**src/rtl/instr_fetch_decode.sv**
```systemverilog
// Fetch/decode stage: reads opcode/operand bytes from program ROM, decodes the 8051-style subset
// and holds each instruction under valid/ready. ILLEGAL_TRAP_EN enables the illegal-opcode halt.
module instr_fetch_decode #(
    parameter logic [15:0] RESET_PC = 16'h0000
) (
    input  logic        clock,
    input  logic        reset,
    output logic [15:0] rom_addr,
    output logic        rom_re,
    input  logic [7:0]  rom_data,
    input  logic        redirect_en,
    input  logic [15:0] redirect_pc,
    output logic        dec_valid,
    input  logic        dec_ready,
    output logic [4:0]  ALU_opcode,
    output logic [1:0]  opcode_length,
    output logic [1:0]  operand1,
    output logic [1:0]  operand2,
    output logic [2:0]  R,
    output logic        SP_PUSH,
    output logic        SP_POP,
    output logic        ALU_MEMORY,
    output logic        RIDIR,
    output logic [7:0]  imm1,
    output logic [7:0]  imm2,
    output logic [15:0] pc_out,
    output logic        illegal,
    output logic [2:0]  dbg_state
);

    // Handshake: an instruction transfers on a rising edge where dec_valid && dec_ready;
    // dec_valid never drops and fields never change while waiting, except on redirect or reset.
    typedef enum logic [2:0] {S_OP, S_DEC, S_B1, S_B2, S_ISSUE, S_HALT} state_t;

    typedef struct packed {
        logic [4:0] alu_op;
        logic [1:0] len;
        logic [1:0] op1;
        logic [1:0] op2;
        logic [2:0] r;
        logic       push;
        logic       pop;
        logic       mem;
        logic       ridir;
    } dec_t;

    state_t      state_q, state_d;
    logic [15:0] pc_q, pc_d;
    dec_t        dec_q, dec_d, dec_c;
    logic [7:0]  op_q, op_d, imm1_q, imm1_d, imm2_q, imm2_d;
    logic        legal_c, grp_hit, rom_re_c, illegal_c;
    logic [4:0]  grp_op;

    // Decode of the byte currently on rom_data (meaningful in S_DEC).
    always_comb begin
        dec_c   = '0;
        legal_c = 1'b1;
        grp_hit = 1'b1;
        grp_op  = 5'd0;
        case (rom_data[7:4])
            4'h2:    grp_op = 5'd0;
            4'h3:    grp_op = 5'd1;
            4'h9:    grp_op = 5'd2;
            4'h5:    grp_op = 5'd3;
            4'h4:    grp_op = 5'd4;
            4'h6:    grp_op = 5'd5;
            default: grp_hit = 1'b0;
        endcase
        if (grp_hit && rom_data[3:2] != 2'b00) begin
            dec_c.alu_op = grp_op;
            dec_c.op1    = 2'd1;
            if (rom_data[3]) begin
                dec_c.len = 2'd1;
                dec_c.r   = rom_data[2:0];
            end else if (rom_data[1]) begin
                dec_c.len   = 2'd1;
                dec_c.ridir = 1'b1;
                dec_c.r     = {2'b00, rom_data[0]};
            end else begin
                dec_c.len = 2'd2;
                dec_c.op2 = rom_data[0] ? 2'd3 : 2'd2;
            end
        end else begin
            casez (rom_data)
                8'h00: dec_c.len = 2'd1;
                8'h02: dec_c.len = 2'd3;
                8'h04: begin dec_c.alu_op = 5'd6; dec_c.len = 2'd1; dec_c.op1 = 2'd1; dec_c.op2 = 2'd1; end
                8'h14: begin dec_c.alu_op = 5'd7; dec_c.len = 2'd1; dec_c.op1 = 2'd1; dec_c.op2 = 2'd1; end
                8'h74: begin dec_c.alu_op = 5'd8; dec_c.len = 2'd2; dec_c.op1 = 2'd1; dec_c.op2 = 2'd2; dec_c.mem = 1'b1; end
                8'b1110_1???: begin
                    dec_c.alu_op = 5'd8; dec_c.len = 2'd1; dec_c.op1 = 2'd1;
                    dec_c.r = rom_data[2:0]; dec_c.mem = 1'b1;
                end
                8'b1111_1???: begin
                    dec_c.alu_op = 5'd8; dec_c.len = 2'd1; dec_c.op2 = 2'd1;
                    dec_c.r = rom_data[2:0]; dec_c.mem = 1'b1;
                end
                8'b0111_1???: begin
                    dec_c.alu_op = 5'd8; dec_c.len = 2'd2; dec_c.op2 = 2'd2;
                    dec_c.r = rom_data[2:0]; dec_c.mem = 1'b1;
                end
                8'hC0: begin dec_c.alu_op = 5'd8; dec_c.len = 2'd2; dec_c.op1 = 2'd3; dec_c.push = 1'b1; dec_c.mem = 1'b1; end
                8'hD0: begin dec_c.alu_op = 5'd8; dec_c.len = 2'd2; dec_c.op1 = 2'd3; dec_c.pop = 1'b1; dec_c.mem = 1'b1; end
                default: legal_c = 1'b0;
            endcase
        end
    end

    always_comb begin
        state_d   = state_q;
        pc_d      = pc_q;
        dec_d     = dec_q;
        op_d      = op_q;
        imm1_d    = imm1_q;
        imm2_d    = imm2_q;
        rom_re_c  = 1'b0;
        rom_addr  = pc_q;
        illegal_c = 1'b0;
        if (redirect_en) begin
            pc_d    = redirect_pc;
            state_d = S_OP;
        end else begin
            case (state_q)
                S_OP: begin
                    rom_re_c = 1'b1;
                    state_d  = S_DEC;
                end
                S_DEC: begin
`ifdef ILLEGAL_TRAP_EN
                    if (!legal_c) begin
                        illegal_c = 1'b1;
                        state_d   = S_HALT;
                    end else if (rom_data == 8'h00) begin
`else
                    if (!legal_c || rom_data == 8'h00) begin
`endif
                        pc_d    = pc_q + 16'd1;
                        state_d = S_OP;
                    end else begin
                        dec_d  = dec_c;
                        op_d   = rom_data;
                        imm1_d = 8'h00;
                        imm2_d = 8'h00;
                        if (dec_c.len == 2'd1) begin
                            state_d = S_ISSUE;
                        end else begin
                            rom_re_c = 1'b1;
                            rom_addr = pc_q + 16'd1;
                            state_d  = S_B1;
                        end
                    end
                end
                S_B1: begin
                    imm1_d = rom_data;
                    if (dec_q.len == 2'd3) begin
                        rom_re_c = 1'b1;
                        rom_addr = pc_q + 16'd2;
                        state_d  = S_B2;
                    end else begin
                        state_d = S_ISSUE;
                    end
                end
                S_B2: begin
                    imm2_d = rom_data;
                    if (op_q == 8'h02) begin
                        pc_d    = {imm1_q, rom_data};
                        state_d = S_OP;
                    end else begin
                        state_d = S_ISSUE;
                    end
                end
                S_ISSUE: begin
                    if (dec_ready) begin
                        pc_d    = pc_q + {14'd0, dec_q.len};
                        state_d = S_OP;
                    end
                end
                S_HALT:  state_d = S_HALT;
                default: state_d = S_OP;
            endcase
        end
    end

    always_ff @(posedge clock or negedge reset) begin
        if (!reset) begin
            state_q <= S_OP;
            pc_q    <= RESET_PC;
            dec_q   <= '0;
            op_q    <= 8'h00;
            imm1_q  <= 8'h00;
            imm2_q  <= 8'h00;
        end else begin
            state_q <= state_d;
            pc_q    <= pc_d;
            dec_q   <= dec_d;
            op_q    <= op_d;
            imm1_q  <= imm1_d;
            imm2_q  <= imm2_d;
        end
    end

    // The async reset also masks the read strobe, since S_OP is the reset state.
    assign rom_re        = rom_re_c & reset;
    assign dec_valid     = (state_q == S_ISSUE);
    assign ALU_opcode    = dec_q.alu_op;
    assign opcode_length = dec_q.len;
    assign operand1      = dec_q.op1;
    assign operand2      = dec_q.op2;
    assign R             = dec_q.r;
    assign SP_PUSH       = dec_q.push;
    assign SP_POP        = dec_q.pop;
    assign ALU_MEMORY    = dec_q.mem;
    assign RIDIR         = dec_q.ridir;
    assign imm1          = imm1_q;
    assign imm2          = imm2_q;
    assign pc_out        = pc_q;
    assign dbg_state     = state_q;
`ifdef ILLEGAL_TRAP_EN
    assign illegal       = illegal_c;
`else
    assign illegal       = 1'b0;
    logic unused_illegal;
    assign unused_illegal = illegal_c;
`endif

endmodule
```
**config.mk**
```make
export PLATFORM = sky130hd
export DESIGN_NAME = instr_fetch_decode
export DESIGN_NICKNAME = d
export VERILOG_FILES = /design/src/rtl/instr_fetch_decode.sv
export SDC_FILE = /design/constraint.sdc
export NUM_CORES = 1
export LEC_CHECK = 0
export ABC_AREA = 1
export CORE_MARGIN = 1.5
export CORE_UTILIZATION = 35
export CTS_BUF_LIST = sky130_fd_sc_hd__clkbuf_8 sky130_fd_sc_hd__clkbuf_16
export DETAILED_ROUTE_END_ITERATION = 10
export SETUP_SLACK_MARGIN = 0.1
export SYNTH_ARGS = -nofsm -noshare
export SYNTH_HDL_FRONTEND = slang
export SYNTH_SLANG_ARGS = --single-unit
```
**constraint.sdc**
```tcl
create_clock -name clock -period 2.7 [get_ports clock]
set_clock_uncertainty 0.2 [all_clocks]
set_input_delay 0.675 -clock clock [delete_from_list [all_inputs] [get_ports clock]]
set_output_delay 0.675 -clock clock [all_outputs]
set_load 0.01 [all_outputs]
```
# --- Yosys cells after proc, flatten, opt, wreduce, memory -nomap -nowiden ---
# Index checks and enable logic that the tools add are counted.
word_totals:
  inputBits: 28
  wordCells: 119
  output_inout_bits: 72
  register_bits: 61
classes:
  eq_ne: 27
  addsub: 3
  n_reduce_logical: 23
  mux: 49
  bitwise: 3
ops:
  columns: ["op", "count"]
  rows:
  - ["two-way mux 16 bit", 8]
  - ["one-hot mux 16 bit (3 select lines)", 1]
  - ["one-hot mux 16 bit (2 select lines)", 1]
  - ["one-hot mux 8 bit (2 select lines)", 2]
  - ["two-way mux 3 bit", 9]
  - ["one-hot mux 3 bit (6 select lines)", 1]
  - ["adder 16 x 1 -> 16 bit (second input constant)", 1]
  - ["adder 16 x 2 -> 16 bit", 1]
  - ["adder 16 x 2 -> 16 bit (second input constant)", 1]
  - ["equality test 8 x 2 -> 1 bit (second input constant)", 2]
  - ["equality test 8 bit (second input constant)", 2]
  - ["two-way mux 1 bit", 15]
  - ["one-hot mux 3 bit (5 select lines)", 1]
  - ["two-way mux 14 bit", 1]
  - ["equality test 4 x 3 -> 1 bit (second input constant)", 3]
  - ["one-hot mux 4 bit (3 select lines)", 1]
  - ["OR reduction 6 bit", 2]
  - ["equality test 5 bit (second input constant)", 2]
  - ["OR reduction 10 bit", 1]
  - ["AND reduction 3 bit", 3]
  - ["equality test 4 x 2 -> 1 bit (second input constant)", 2]
  - ["equality test 8 x 3 -> 1 bit (second input constant)", 1]
  - ["equality test 8 x 5 -> 1 bit (second input constant)", 1]
  - ["equality test 8 x 7 -> 1 bit (second input constant)", 1]
  - ["other kinds (29)", 42]

# --- Longest topological paths before layout ---
# Gate-level depths: netlist of the first run.
logic_depth:
  depth_word: 11
  depth_mapped: 15
  depth_no_buf: 14

# --- Worst setup path before layout of the first run ---
# OpenSTA, ideal clock, no wires.
synth_timing:
  path_kind: "input -> output"
  from: "input rom_data[5]"
  to: "output rom_addr[2]"
  t_required_ps: 1825
  path_slack_ps: -140
  n_path_buf: 2
  path_stages: 10
  arrival_ps: 1965
  cell_sequence: "buf_2 > nor2_2 > nand4_1 > nand2_1 > nor2_4 > nand2_2 > buf_4 > nand2_1 > nand3_1 > a21boi_1"
synth_via:
  elab_chain_len: 10
  elab_cells_between_ends: 33
  classes_between: "eq/ne: 16; mux: 9; reduce/logical: 8"
synth_lines:
  columns: ["item", "line_no", "source"]
  rows:
  - ["start: declaration", "10", "input logic [7:0] rom_data,"]
  - ["parallel branches: the longest is 7 deep, another holds two-way mux 16 bit", null, null]
  - ["two-way mux 16 bit *", "135", "if (!legal_c || rom_data == 8'h00) begin"]
  - ["one-hot mux 16 bit (2 select lines) *", "123", "case (state_q)"]
  - ["two-way mux 16 bit *", "119", "if (redirect_en) begin"]
  - ["end: declaration", "8", "output logic [15:0] rom_addr,"]
# Every way passes the cells marked *.

# --- Final worst setup path of the first run ---
layout_timing:
  from: "input rom_data[4]"
  to: "output rom_re"
layout_via:
  elab_chain_len: 11
  elab_cells_between_ends: 34
  classes_between: "eq/ne: 16; mux: 9; bitwise: 1; reduce/logical: 8"
layout_lines:
  columns: ["item", "line_no", "source"]
  rows:
  - ["parallel branches: the longest is 7 deep, another holds two-way mux 14 bit", null, null]
  - ["two-way mux 1 bit *", "135", null]
  - ["one-hot mux 1 bit (3 select lines) *", "123", null]
  - ["two-way mux 1 bit *", "119", null]
  - ["bitwise AND 1 bit *", "203", "assign rom_re = rom_re_c & reset;"]
  - ["end: declaration", "9", "output logic rom_re,"]
# Marks and branches as above.

==> results of run 1 <==
-- cell usage in the layout (no fill, tap or decap), types with 19 or more instances in the layout --
cell type,Yosys,routed
nand2_1,289,224
buf_4,5,171
clkdlybuf4s50_1,0,69
inv_1,73,63
nand2_2,10,60
dfrtp_1,59,56
nand3_1,73,51
nor2_1,62,50
o21ai_0,64,40
buf_6,4,35
o21ai_1,5,24
nand3_2,3,23
o21ai_2,14,19
-- layer usage --
layer | track usage, % | up-vias | share of wire, %
li1 | - | 3110 | -
met1 | 40.6 | 3050 | 43
met2 | 47.0 | 344 | 45
met3 | 7.74 | 71 | 8.4
met4 | 14.6 | 0 | 4.1
met5 | 0 | - | 0
-- power by group through the flow --
stage	registers [W]	clock network, W	logic (W)
2_1_floorplan	0.00122	0	0.000880
3_3_place_gp	0.00114	0	0.00198
3_5_place_dp	0.00114	0	0.00199
4_1_cts	0.00113	0.00131	0.00225
5_1_grt	0.00116	0.00135	0.00257
6_report	0.00114	0.00130	0.00239
-- area by class of cell --
type / count / share of cell area, %
Multi-Input combinational cell: 609 / 39.9
Inverter: 83 / 3.94
Clock inverter: 7 / 1.15
Sequential cell: 59 / 17.1
Clock buffer: 9 / 2.60
Timing Repair Buffer: 308 / 32.8
Tap cell: 176 / 2.54
-- worst reg2reg max path, delay by kind of cell (launching register included) --
kind            cells  cell delay, ns
compound gates      3            0.32
buf+inv             2            0.28
fa+ha+maj           2            0.65
flops               1            0.46
simple gates        6            0.44
-- through the flow --
stage	cells	area, sq um	hold slack [ns]	setup TNS, ns	util, %
after detailed placement	1186	7210	0.269	-39.64	54.0
after global placement	1186	7210	0.262	-40.24	54.0
final	1251	8670	0.281	-5.56	65.0
after CTS	1247	8510	0.284	-14.03	63.7
after global routing	1251	8670	0.305	-6.84	65.0
after floorplan	779	4970	0.179	0	-
-- path summary, 6_finish.rpt --
kind,end,slack (ns),cells past startpoint
max in group asynchronous,pc_out[5],1.39,2
setup / recovery,rom_re,-0.36,13
hold reg to reg,operand2[0],0.28,2
setup reg to reg,pc_out[8],0.26,13
min in group asynchronous,opcode_length[0],0.34,2
hold / removal,operand2[0],0.28,2
-- flip-flops by register name, indices dropped and copies added, names as in the netlist --
| signal | cells |
|---|---|
| SP_PUSH | 1 |
| pc_out | 16 |
| ALU_opcode | 4 |
| SP_POP | 1 |
| operand2 | 2 |
| R | 3 |
| imm2 | 8 |
| dbg_state | 3 |
| opcode_length | 2 |
| operand1 | 2 |
| op_q | 8 |
| RIDIR | 1 |
| imm1 | 8 |
-- repair_timing --
action,CTS,global route
pin swaps,38,23
hold buffers,0,0
resized for setup,270,64
gates cloned,8,0
setup buffers,47,12
setup endpoints to repair,70,74
-- cells by family after synthesis --
group                    count (synthesis)
other                                    1
adder cells (fa/ha/maj)                  5
AO/OA/AOI/OAI                          115
XOR/XNOR                                 3
flip-flops                              59
multiplexers                             1
AND/OR/NAND/NOR                        480
buffers and inverters                  114
==> results.py, run 1 <==
metrics = {
    "clock_tree": {
        "cts_buffers": 9,
        "clkSinkCount": 59,
        "clk_pin_slew_ns": 0.06,
        "cts_root_buf": "clkbuf_16",
        "cts_buffer_depth": 2,
        "clock_latency_ns": 0.35,
        "h-tree-depth": 3,
        "cts_tree": "yes",
    },
    "timing": {
        "setup_ws_ns": -0.362,
        "fmax_ghz": 0.327,
        "worstMarginPinSlew_ns": 0.811,
        "slew_headroom_pct": 46.0,
        "finalSetupViolCount": 17,
        "rsz0062_at_grt": "true",
        "drv_slew": 0,
        "period_share_pct": 113,
        "period_needed_ns": 3.06,
        "hold_viol": 0,
    },
    "detailed_routing": {
        "first_iter_violations": 584,
        "vias": 6575,
        "postRouteAntennaNets": 0,
        "wl_per_cell_microns": 17.7,
        "viasPerCell": 5.26,
        "drc_errors": 0,
        "dr.pass1.iters": 5,
        "totalWireLength_microns": 22100,
    },
    "run_status": {
        "violations": "negative setup slack",
        "status": "complete, but fails checks",
    },
    "power_and_ir_drop": {
        "p_leak_nw": 4.35,
        "internal_power_w": 0.00298,
        "switching_share_pct": 38.4,
        "ir_drop_mv": 0.396,
        "pwr-share-seq_pct": 23.6,
        "switchingPower_w": 0.00186,
        "p_per_area_nw_per_um2": 557,
        "combPwrFrac_pct": 49.5,
        "power_w": 0.00483,
        "clockPowerShare_pct": 26.8,
    },
    "setup_path": {
        "cp-startpoint": "rom_data[4]",
        "r2r-start": "pc_out[0]",
        "cp_top_family": "buffers and inverters",
        "crit_buf_inv": 6,
        "path_common_cell": "buf_6",
        "end_kind": "output port",
        "arrival_ns": 2.19,
        "worstSetupPathType": "in2out",
        "required_ns": 1.82,
        "cp_max_fo": 8,
        "worstSetupStartpointType": "input pin",
        "crit_path_top_delay_cell": "nand4_1",
        "critPathMaxStageDelay_ns": 0.17,
        "critical_path.cell_chain": "buf_6, buf_6, nor2_4, nand4_1, nand2_2, nor2_4, buf_12, buf_6, nand2_8, buf_4, nand2_4, a21oi_2, buf_2",
    },
    "synthesis": {
        "ys_async_sr_fraction_pct": 100,
        "synthXorXnorAreaFrac_pct": 0.543,
        "synth-edff-count": 0,
        "avgSynthCellArea_sq_um": 6.22,
        "synth.area.mux_share_pct": 0.207,
        "synth-compound-area-share_pct": 13.7,
        "yosys_most_used_dff": "dfrtp_1",
        "ys_types": 39,
        "syn_inst": 778,
        "yosysMostFrequentCell": "nand2_1",
        "ys_ff_latch": 59,
        "yosysSeqAreaShare_pct": 30.5,
        "yosysTopAreaCell": "dfrtp_1",
        "synthSimpleGateAreaFrac_pct": 43.4,
        "synth_top_area_share_pct": 30.5,
        "synthTopCellsByArea": "dfrtp_1 (30%), nand2_1 (22%), nand3_1 (7.5%), o21ai_0 (6.6%), inv_1 (5.7%)",
        "synth_area_sq_um": 4840,
        "ys.warnings.count": 0,
        "synthTopCellsByCount": "nand2_1 (289), inv_1 (73), nand3_1 (73)",
        "synth_top_family_by_area": "simple AND/OR/NAND/NOR gates",
        "synth-adder-area-share_pct": 1.45,
    },
    "grt": {
        "antenna_found_initial": 0,
        "gr-total-overflow": 0,
        "grt_pass1_vias": 6416,
        "grt_max_degree": 60,
        "grt_pass1_wl_microns": 34000,
        "grtUsageTotal_pct": 30.8,
    },
    "layout": {
        "antenna_cells": 0,
        "fillers": 1181,
        "multiInputGateArea_sq_um": 3460,
        "seq_area_sq_um": 1480,
        "syn2layout_area_growth_pct": 79.1,
        "fin_nets": 1103,
        "drive_above_1_share_pct": 40.3,
    },
    "die": {
        "die_width_microns": 121,
        "die_h_microns": 121,
        "core_sq_um": 13300,
        "rows": 42,
        "dieArea_sq_um": 14500,
        "start_util_pct": 36.3,
        "pin_count": 100,
    },
    "hold_path": {
        "hold_class": "reg2reg",
        "hp-start": "operand2[0]",
    },
    "job": {
        "cap_violations": 0,
    },
    "placed_design": {
        "pre_cts_slack_ns": -1.13,
        "port_buffers": 97,
        "hpwl_microns": 14800,
        "place_congestion": 0.945,
    },
}
No activity file was read; power rests on OpenSTA's default activity.
==> run 2: changes to the inputs <==
- PLACE_DENSITY: not set -> 0.66
==> results.py, run 2 (same netlist as run 1, synthesis figures left out) <==
metrics = {
    "run_status": {
        "status": "complete, but fails checks",
        "violations": "negative setup slack",
    },
    "detailed_routing": {
        "first_iter_violations": 568,
        "drc_errors": 0,
        "postRouteAntennaNets": 0,
        "dr.pass1.iters": 5,
        "totalWireLength_microns": 20200,
        "viasPerCell": 5.09,
        "wl_per_cell_microns": 16.5,
        "vias": 6226,
    },
    "die": {
        "dieArea_sq_um": 14500,
        "pin_count": 100,
        "start_util_pct": 36.3,
        "rows": 42,
        "die_h_microns": 121,
        "core_sq_um": 13300,
        "die_width_microns": 121,
    },
    "grt": {
        "grt_max_degree": 60,
        "grtUsageTotal_pct": 27.9,
        "antenna_found_initial": 0,
        "grt_pass1_vias": 5917,
        "grt_pass1_wl_microns": 31100,
        "gr-total-overflow": 0,
    },
    "layout": {
        "stdcell_count": 1222,
        "final_common_cell": "nand2_1",
        "largest_reg_flops": 16,
        "layout_common_cells": "nand2_1 (251), buf_4 (168), clkdlybuf4s50_1 (69)",
        "seq_area_sq_um": 1480,
        "multiInputGateArea_sq_um": 3320,
        "final_cell_area_sq_um": 8110,
        "fin_nets": 1077,
        "fillers": 1262,
        "drive_above_1_share_pct": 36.2,
        "syn2layout_area_growth_pct": 67.4,
        "antenna_cells": 0,
    },
    "setup_path": {
        "end_kind": "output port",
        "arrival_ns": 2.12,
        "critPathMaxStageDelay_ns": 0.16,
        "crit_buf_inv": 5,
        "reg2reg_depth": 13,
        "crit_path_top_delay_cell": "nand4_1",
        "path_common_cell": "nand2_1",
        "worstSetupPathType": "in2out",
        "cp.depth": 15,
        "r2r-start": "pc_out[0]",
        "r2r_slack_ns": 0.24,
        "cp_top_family": "simple AND/OR/NAND/NOR gates",
        "required_ns": 1.82,
        "cp_max_fo": 5,
        "critical_path.cell_chain": "buf_8, buf_6, nor2_4, nand4_1, nand2_2, nor2_4, nand2_8, buf_8, buf_12, nand2_1, nand3_1, nand2_1, nand2_1, nand2_2, buf_6",
        "worstSetupStartpointType": "input pin",
        "worstReg2RegEnd": "pc_out[8]",
    },
    "clock_tree": {
        "clock_latency_ns": 0.35,
        "cts_hold_buf": 0,
        "cts_tree": "yes",
        "cts_buffers": 9,
        "clk_pin_slew_ns": 0.05,
        "cts_buffer_depth": 2,
        "cts_root_buf": "clkbuf_16",
        "h-tree-depth": 3,
        "clkSinkCount": 59,
    },
    "timing": {
        "setup_ws_ns": -0.291,
        "period_needed_ns": 2.99,
        "period_share_pct": 111,
        "rsz0062_at_grt": "true",
        "slew_headroom_pct": 45.3,
        "hold_ws_ns": 0.284,
        "tns_ns": -4.38,
        "hold_viol": 0,
        "finalSetupViolCount": 17,
        "worstMarginPinSlew_ns": 0.821,
        "fmax_ghz": 0.334,
        "drv_slew": 0,
    },
    "hold_path": {
        "hp-start": "SP_POP",
        "holdPathEnd": "SP_POP",
        "min_path_cells": 2,
        "hold_class": "reg2reg",
    },
    "power_and_ir_drop": {
        "p_per_area_nw_per_um2": 557,
        "power_w": 0.00451,
        "p_leak_nw": 4.08,
        "ir_drop_mv": 0.273,
    },
    "placed_design": {
        "port_buffers": 97,
        "place_congestion": 1.03,
        "hpwl_microns": 14900,
        "place_inst": 1187,
        "placed_cell_area_sq_um": 7230,
    },
    "job": {
        "cap_violations": 0,
    },
}
-- run 2: cell count changes in the layout (fill, tap and decap cells not counted), moves of 6 or more --
cell	change
nand2_2	-16
nand2_1	+27
buf_6	-14
nand2_4	-8
inv_2	+6
o21ai_0	+19
inv_4	-6
buf_12	-7
o21ai_1	-16
-- run 2: worst register-to-register path, cell delays in order, from the launching register on --
cell     delay (ns)
dfrtp_2        0.44
buf_4          0.17
ha_1           0.22
fa_1           0.40
inv_1          0.10
nor2_2         0.07
nand2_2        0.10
a21oi_1        0.07
o21ai_1        0.15
o21ai_0        0.13
nor2_1         0.13
nor2_1         0.06
nand2_1        0.06
nand2_1        0.05
-- run 2: how the worst max path moves through the flow --
stage	startpoint	endpoint	slack (ns)
4_1_cts	rom_data[5]	rom_addr[2]	-0.36
6_report	rom_data[4]	rom_addr[14]	-0.29
5_1_grt	rom_data[4]	rom_addr[4]	-0.37
2_1_floorplan	rom_data[5]	rom_addr[10]	0.04
3_5_place_dp	rom_data[6]	rom_addr[5]	-1.12
3_3_place_gp	rom_data[6]	rom_addr[5]	-1.16
-- run 2: layer usage --
metal / vias up / track usage, % / wire length (microns)
li1: 3035 / - / -
met1: 2886 / 40.7 / 9350
met2: 260 / 41.2 / 8690
met3: 45 / 4.62 / 1460
met4: 0 / 10.5 / 674
met5: - / 0 / 0
-- run 2: area by class of cell --
class	instances	area share (%)
clock buffers	9	2.78
repair buffers	284	30.9
multi-input cells	607	41.0
clock inverters	4	0.556
well taps	176	2.72
inverters	83	3.84
flip-flops and latches	59	18.3
-- run 2: what timing repair did --
item / CTS / global route
endpoints found under the setup margin: 75 / 38
setup buffers: 15 / 7
pin swaps: 30 / 29
cloned: 1 / 1
gates resized for setup: 173 / 75
-- run 2: report_power, final --
| group | internal (W) | leakage, nW | switching, W |
|---|---|---|---|
| logic | 0.00106 | 3.17 | 0.00119 |
| registers | 0.00103 | 0.771 | 0.000110 |
| clock network | 0.000692 | 0.137 | 0.000424 |
-- run 2: metrics by stage --
step / util (%) / setup WS [ns]
floorplan: - / 0.0398
global placement: 54.1 / -1.16
detailed placement: 54.1 / -1.12
CTS: 58.7 / -0.356
global route: 60.7 / -0.374
finish: 60.7 / -0.291
==> variant, RTL diff (config.mk and constraints of run 1) <==
Make the reset (`reset`) synchronous in one clocked block. Comments in the files are not updated.
--- a/src/rtl/instr_fetch_decode.sv
+++ b/src/rtl/instr_fetch_decode.sv
@@ -182,5 +182,5 @@
     end
 
-    always_ff @(posedge clock or negedge reset) begin
+    always_ff @(posedge clock) begin
         if (!reset) begin
             state_q <= S_OP;
Check against the original RTL: differs if reset is asserted again (counterexample within 4 cycles, from zero or initial values and one cycle with reset low); with reset held inactive, the same outputs for 4 cycles.
==> variant against run 1 <==
The flow still finishes with violations (negative setup slack). Sequential cell count is the same. Synthesized cell count grew 12%. Setup slack gained 66 ps. Synthesized area grew 0.90%. Design area shrank 2.8%. Routed wire length shrank 5.0%. Non-clock buffer count shrank 14. Critical endpoint is now rom_addr[11]. Cell count grew 5.0%.
Power is not compared: it rests on default switching activity, and its combinational part moved more than twofold at a synthesized area within 25%.
==> variant: results (changes against run 1) <==
| Metric | Value |
|---|---|
| Mux cell area share after synthesis | 0% (was 0.207%) |
| Family with the most delay on the worst path | simple AND/OR/NAND/NOR gates (was buffers and inverters) |
| Final setup fails | 17 (unchanged) |
| Met2 Use GR | 46.8% (was 47.0%) |
| Async S/R FF share, synth | 0% (was 100%) |
| Largest stage delay on the critical path | 150 ps (was 170 ps) |
| Dpl ws | -1150 ps (was -1130 ps) |
| Status | finished, violations left (unchanged) |
| Total vias in the final route | 6,820 (was 6,575) |
| Worst Path Max Fanout | 7 (was 8) |
| Synth Area in Adders | 1.43% (was 1.45%) |
| Power, Total | 3190 uW |
| Placed Cells | 1,263 (was 1,186) |
| Failing checks | negative setup slack (unchanged) |
| Synth area leaders | dfxtp_1 (24%), nand2_1 (23%), nand3_1 (11%), nor2_1 (7.1%), a21oi_1 (5.8%) (was dfrtp_1 (30%), nand2_1 (22%), nand3_1 (7.5%), o21ai_0 (6.6%), inv_1 (5.7%)) |
| Final WL | 21,000 um (was 22,100 um) |
| Met1 WL | 8780 um (was 9480 um) |
| Top cells by count, synth | nand2_1 (295), nand3_1 (111), nor2_1 (92) (was nand2_1 (289), inv_1 (73), nand3_1 (73)) |
| Largest net degree at the start of global routing | 49 (was 60) |
| Seq/Total Area, Yosys | 24.2% (was 30.5%) |
| Layout cells sized above 1 | 32.3% (was 40.3%) |
| Tot GR Track Use | 28.1% (was 30.8%) |
| Post-synthesis compound-gate area fraction | 11.9% (was 13.7%) |
| Routed wl met2 | 10,000 um (was 9840 um) |
| Final worst slack | -296 ps (was -362 ps) |
| GPL Wtd Cong | 0.968 (was 0.945) |
| Synth cell types | 38 (was 39) |
| Slew margin rel. | 46.2% (was 46.0%) |
| CP max-delay cell | buf_12 (was nand4_1) |
variant: changes by cell type in the layout (fill, tap and decap cells not counted), moves of 7 or more:
| cell | before | now |
|---|---|---|
| o21ai_1 | 24 | 14 |
| inv_1 | 63 | 70 |
| nand2_2 | 60 | 24 |
| a21oi_1 | 15 | 51 |
| nor2_1 | 50 | 79 |
| buf_4 | 171 | 159 |
| o21ai_2 | 19 | 1 |
| or2_2 | 3 | 10 |
| nand4_1 | 14 | 23 |
| nand3_1 | 51 | 86 |
| dfxtp_1 | 0 | 57 |
| nand2_1 | 224 | 254 |
| dfrtp_1 | 56 | 0 |
variant: cell type report:
type / instances / area (sq um)
Fill cell: 1259 / 5020
Multi-Input combinational cell: 688 / 3690
Timing Repair Buffer: 294 / 2700
Sequential cell: 59 / 1180
Inverter: 82 / 315
Clock buffer: 12 / 267
Tap cell: 176 / 220
Clock inverter: 3 / 46.3
variant: final timing paths:
check / start / to / slack [ps] / depth (start not counted)
worst max register to register: pc_out[0]$_SDFFE_PN0P_ / pc_out[12]$_SDFFE_PN0P_ / 260 / 14
worst min register to register: imm2[5]$_SDFFE_PN0P_ / imm2[5]$_SDFFE_PN0P_ / 270 / 2
worst min-delay path: imm2[5]$_SDFFE_PN0P_ / imm2[5]$_SDFFE_PN0P_ / 270 / 2
worst max-delay path: rom_data[1] / rom_addr[11] / -300 / 17
variant: where the power goes:
group	switching [uW]	internal (uW)	leakage, uW	total [uW]
combinational	546	481	0.00332	1030
sequential	35.3	907	0.000481	943
clock	431	786	0.000151	1220
total	1010	2170	0.00395	3190
variant: repair_timing:
| item | 4_1_cts | 5_1_grt |
|---|---|---|
| gates resized for setup | 231 | 54 |
| cloned | 1 | 1 |
| endpoints found under the setup margin | 74 | 62 |
| buffers inserted | 30 | 17 |
| pin swaps | 47 | 33 |
